==> src/rtl/instruction_sequencer.sv <==
// Instruction sequencer: fetches {opcode, operand} words from a combinational ROM,
// issues playfield commands over valid/ready and handles WAIT/JUMP/HALT flow locally.
module instruction_sequencer #(
    parameter int WIDTH               = 8,
    parameter int INSTRACTION_NUMBERS = 4
) (
    input  logic               clk,
    input  logic               rst,
    input  logic               tick,
    input  logic               restart,
    output logic [WIDTH-1:0]   curr_command,
    input  logic [2*WIDTH-1:0] instr_data,
    output logic               cmd_valid,
    output logic [WIDTH-1:0]   cmd_op,
    output logic [WIDTH-1:0]   cmd_arg,
    input  logic               cmd_ready,
    output logic               halted,
    output logic               err
);

    typedef enum logic [1:0] {
        S_FETCH,
        S_ISSUE,
        S_WAIT,
        S_HALT
    } state_t;

    localparam logic [WIDTH-1:0] OP_DROP = WIDTH'(4);
    localparam logic [WIDTH-1:0] OP_WAIT = WIDTH'(5);
    localparam logic [WIDTH-1:0] OP_JUMP = WIDTH'(6);
    localparam logic [WIDTH-1:0] OP_HALT = WIDTH'(7);
    localparam logic [WIDTH-1:0] DEPTH   = WIDTH'(INSTRACTION_NUMBERS);
    localparam logic [WIDTH-1:0] LAST_PC = WIDTH'(INSTRACTION_NUMBERS - 1);

    state_t           state_q, state_d;
    logic [WIDTH-1:0] pc_q, pc_d;
    logic [WIDTH-1:0] op_q, op_d;
    logic [WIDTH-1:0] arg_q, arg_d;
    logic [WIDTH-1:0] cnt_q, cnt_d;
    logic             err_q, err_d;

    logic [WIDTH-1:0] fetch_op;
    logic [WIDTH-1:0] fetch_arg;
    logic [WIDTH-1:0] pc_inc;

    assign fetch_op  = instr_data[2*WIDTH-1:WIDTH];
    assign fetch_arg = instr_data[WIDTH-1:0];
    // ROM depth need not be a power of two, so the wrap is explicit.
    assign pc_inc    = (pc_q == LAST_PC) ? '0 : pc_q + WIDTH'(1);

    // NOTE: every always_comb output gets a default first so no path infers a latch.
    always_comb begin
        state_d = state_q;
        pc_d    = pc_q;
        op_d    = op_q;
        arg_d   = arg_q;
        cnt_d   = cnt_q;
        err_d   = err_q;

        unique case (state_q)
            S_FETCH: begin
                op_d  = fetch_op;
                arg_d = fetch_arg;
                if (fetch_op <= OP_DROP) begin
                    state_d = S_ISSUE;
                end else if (fetch_op == OP_WAIT) begin
                    if (fetch_arg == '0) begin
                        pc_d = pc_inc;
                    end else begin
                        cnt_d   = fetch_arg;
                        state_d = S_WAIT;
                    end
                end else if (fetch_op == OP_JUMP) begin
                    pc_d = fetch_arg % DEPTH;
                end else if (fetch_op == OP_HALT) begin
                    state_d = S_HALT;
                end else begin
                    err_d = 1'b1;
                    pc_d  = pc_inc;
                end
            end
            S_ISSUE: begin
                if (cmd_ready) begin
                    pc_d    = pc_inc;
                    state_d = S_FETCH;
                end
            end
            S_WAIT: begin
                // The arg=0 bypass guarantees cnt_q >= 1 here, so no underflow.
                if (tick) begin
                    cnt_d = cnt_q - WIDTH'(1);
                    if (cnt_q == WIDTH'(1)) begin
                        pc_d    = pc_inc;
                        state_d = S_FETCH;
                    end
                end
            end
            S_HALT: begin
                if (restart) begin
                    pc_d    = '0;
                    state_d = S_FETCH;
                end
            end
            default: state_d = S_FETCH;
        endcase
    end

    // NOTE: sequential state uses non-blocking assignments only.
    always_ff @(posedge clk) begin
        if (!rst) begin
            state_q <= S_FETCH;
            pc_q    <= '0;
            op_q    <= '0;
            arg_q   <= '0;
            cnt_q   <= '0;
            err_q   <= 1'b0;
        end else begin
            state_q <= state_d;
            pc_q    <= pc_d;
            op_q    <= op_d;
            arg_q   <= arg_d;
            cnt_q   <= cnt_d;
            err_q   <= err_d;
        end
    end

    assign curr_command = pc_q;
    assign cmd_valid    = (state_q == S_ISSUE);
    assign cmd_op       = op_q;
    assign cmd_arg      = arg_q;
    assign halted       = (state_q == S_HALT);
    assign err          = err_q;

endmodule

==> config.mk <==
export PLATFORM = sky130hd
export DESIGN_NAME = instruction_sequencer
export DESIGN_NICKNAME = d
export VERILOG_FILES = /design/src/rtl/instruction_sequencer.sv
export SDC_FILE = /design/constraint.sdc
export NUM_CORES = 1
export LEC_CHECK = 0
export BUFFER_PORTS_ARGS = -buffer_cell sky130_fd_sc_hd__buf_2
export CAP_MARGIN = 20
export CORE_MARGIN = 5
export CORE_UTILIZATION = 54
export DETAILED_ROUTE_END_ITERATION = 12
export PLACE_DENSITY = 0.83
export SYNTH_ARGS = -nofsm -noshare
export SYNTH_HDL_FRONTEND = slang
export SYNTH_SLANG_ARGS = --single-unit
==> constraint.sdc <==
create_clock -name clk -period 2.7 [get_ports clk]
set_input_delay 0.135 -clock clk [delete_from_list [all_inputs] [get_ports clk]]
set_output_delay 0.135 -clock clk [all_outputs]
set_load 0.01 [all_outputs]
==> results.ini <==
[outcome]
status=finished clean

[clocking]
htree_levels=2
cts_hold_buf=0
cts_max_path_buffers=2
clk_pin_slew_ps=70
cts_setup_buffers=0
cts_buffers=5
worst_skew_pair.late_latency_ps=290
clkSinkCount=35
cts_resized=0
root_buffer=clkbuf_8
cts_tree=done

[placed_design]
place.gp.congestion=0.888
dp_worst_setup_slack_ps=609
dp_cells=321
placedInstanceArea_um2=2340
port_buffers=47
hpwl_mm=3.62

[setup_path]
endpoint_kind=register
cp-start-kind=register
crit_arrival_ps=2350
r2r_cells=5
reg2reg_setup_slack_ps=540
crit_fanout=13
r2r-start=state_q[0]
criticalPathCategory=reg -> reg
required_ps=2890
reg2reg_to=cnt_q[5]

[hold_path]
holdPathEnd=cmd_op[6]
worstHoldStart=instr_data[14]
worstHoldPathType=in -> reg
holdPathStages=3

[route]
first_pass_iters=4
drtIter0Drc=210
drt_wl_total_mm=5.03
num_vias=1959
drc=0
wire_per_inst_um=15.3
routed_via_density=5.95
drtAntennaViolNets=0

[die]
io_pins=48
dieArea_um2=5180
coreArea_um2=3690
dieHeight_um=72.0
rows=22
start_util_pct=56.2
die_w_um=72.0

[timing]
finalWorstSetupSlack_ps=540
rsz0062_at_grt=no
fin_crit_ps=2160
drv_slew=0
period_share_pct=80.0
final_hold_viol_count=0
fin_worst_skew_ps=5.91
clock.fmax_mhz=463
tns_ps=0
setup_viol=0
tightest_slew_ps=768
slew_headroom_pct=48.7

[power_and_ir_drop]
p_seq_share_pct=41.5
netSwitchingFraction_pct=25.6
power_density_nw_per_um2=552
p_clk_share_pct=41.6
ir_drop_mv=0.478
switchingPower_w=0.000351
power.leakage_nw=1.15
power_w=0.00137
combinationalPowerShare_pct=16.9
p_int_w=0.00102

[yosys]
synthTopCellsByCount=dfxtp_1, nor2_1, nand2_1, mux2i_1, inv_1
synth_top_area_share_pct=33.8
syn_nets=263
synthDistinctLibCells=60
synth.avg_cell_area_um2=8.87
synth-edff-count=0
yosys_most_used_dff=dfxtp_1
synthTopCellsByArea=dfxtp_1, mux2i_1, nor2_1
yosysSeqAreaShare_pct=33.8
ys_async_sr_fraction_pct=0
synth.most_common_cell=dfxtp_1
yosysTopAreaCell=dfxtp_1
syn_area_um2=2070
yosys_warnings=0
ys_ff_latch=35
syn_inst=234

[grt]
antenna_found_initial=0
grt_pass1_vias=1847
track_usage_pct=20.3
grt_pass1_wl_mm=8.40
overflow=0
grt_max_degree=25

[final_layout]
seqCellArea_um2=701
fin_nets=309
multi_input_area_um2=1270
antenna_cells=0
drive_gt1_share_pct=26.3
finalNonFillerCells=329
areaGrowthSynthToFinish_pct=19.4
fin_area_um2=2480
fillers=315

[job]
cap_violations=0

[cell usage in the layout, fill, tap and decap left out, drive strengths merged, types with 4 or more instances in the layout]
| cell type | instances |
|---|---|
| a31oi | 4 |
| buf | 49 |
| clkbuf | 5 |
| dfxtp | 35 |
| ha | 8 |
| inv | 15 |
| mux2i | 18 |
| nand2 | 21 |
| nand3 | 7 |
| nor2 | 28 |
| nor3 | 6 |
| nor4 | 4 |
| o21ai | 8 |
| o311ai | 6 |
| o32ai | 5 |
| or3 | 5 |
[metrics by stage]
stage,hold slack (ps),utilization [%]
6_report,99.3,67.1
3_5_place_dp,412,63.4
3_3_place_gp,389,63.4
5_1_grt,104,67.1
4_1_cts,97.4,67.1
2_1_floorplan,283,-
[worst max path at each step]
stage / from / to / slack, ps / cells past startpoint
after global routing: cnt_q[2] / curr_command[3] / 450 / 5
after floorplan: cnt_q[2] / curr_command[3] / 770 / 5
after detailed placement: cnt_q[2] / curr_command[4] / 610 / 5
final: state_q[0] / cnt_q[5] / 540 / 5
after CTS: cnt_q[2] / curr_command[4] / 580 / 5
after global placement: state_q[0] / cnt_q[5] / 660 / 5
[state kept, by name, indices dropped and copies added (netlist names)]
signal	cells
cmd_arg	8
cmd_op	8
cnt_q	8
curr_command	8
state_q	2
err	1
[metal layers]
metal	GRT usage (%)	part of all wire, %	up-vias
met4	7.93	1.3	0
met3	6.37	8.4	7
met1	25.9	45	896
met5	0	0	-
met2	31.8	46	95
li1	-	-	961
[critical path, cell delays in order (launching register included)]
cell and delay [ps]:
dfxtp_1 350, inv_1 130, ha_1 510, mux2i_1 630, nor2_1 140, o221a_2 290
[layout make-up]
class | instances | area share (%)
Sequential cell | 35 | 28.3
Inverter | 15 | 2.27
Clock inverter | 3 | 2.73
Timing Repair Buffer | 49 | 10.1
Clock buffer | 5 | 2.78
Multi-Input combinational cell | 174 | 51.4
Tap cell | 48 | 2.43
[kinds of logic (layout without fill, tap and decap cells)]
group	Yosys count	after routing	share of synthesized area, %
AND/OR/NAND/NOR	94	94	25.8
flip-flops	35	35	33.8
adder cells (fa/ha/maj)	8	8	4.83
multiplexers	18	18	8.69
XOR/XNOR	1	1	0.422
buffers and inverters	25	72	4.89
AO/OA/AOI/OAI	53	53	21.7
[power groups by stage]
stage	clock network [W]	logic, W	registers (W)
detailed placement	0	0.000229	0.000578
global route	0.000595	0.000256	0.000573
CTS	0.000571	0.000232	0.000567
finish	0.000568	0.000231	0.000567
floorplan	0	0.000140	0.000588
global placement	0	0.000227	0.000577
Note: power is estimated with default switching activity, not from simulation.
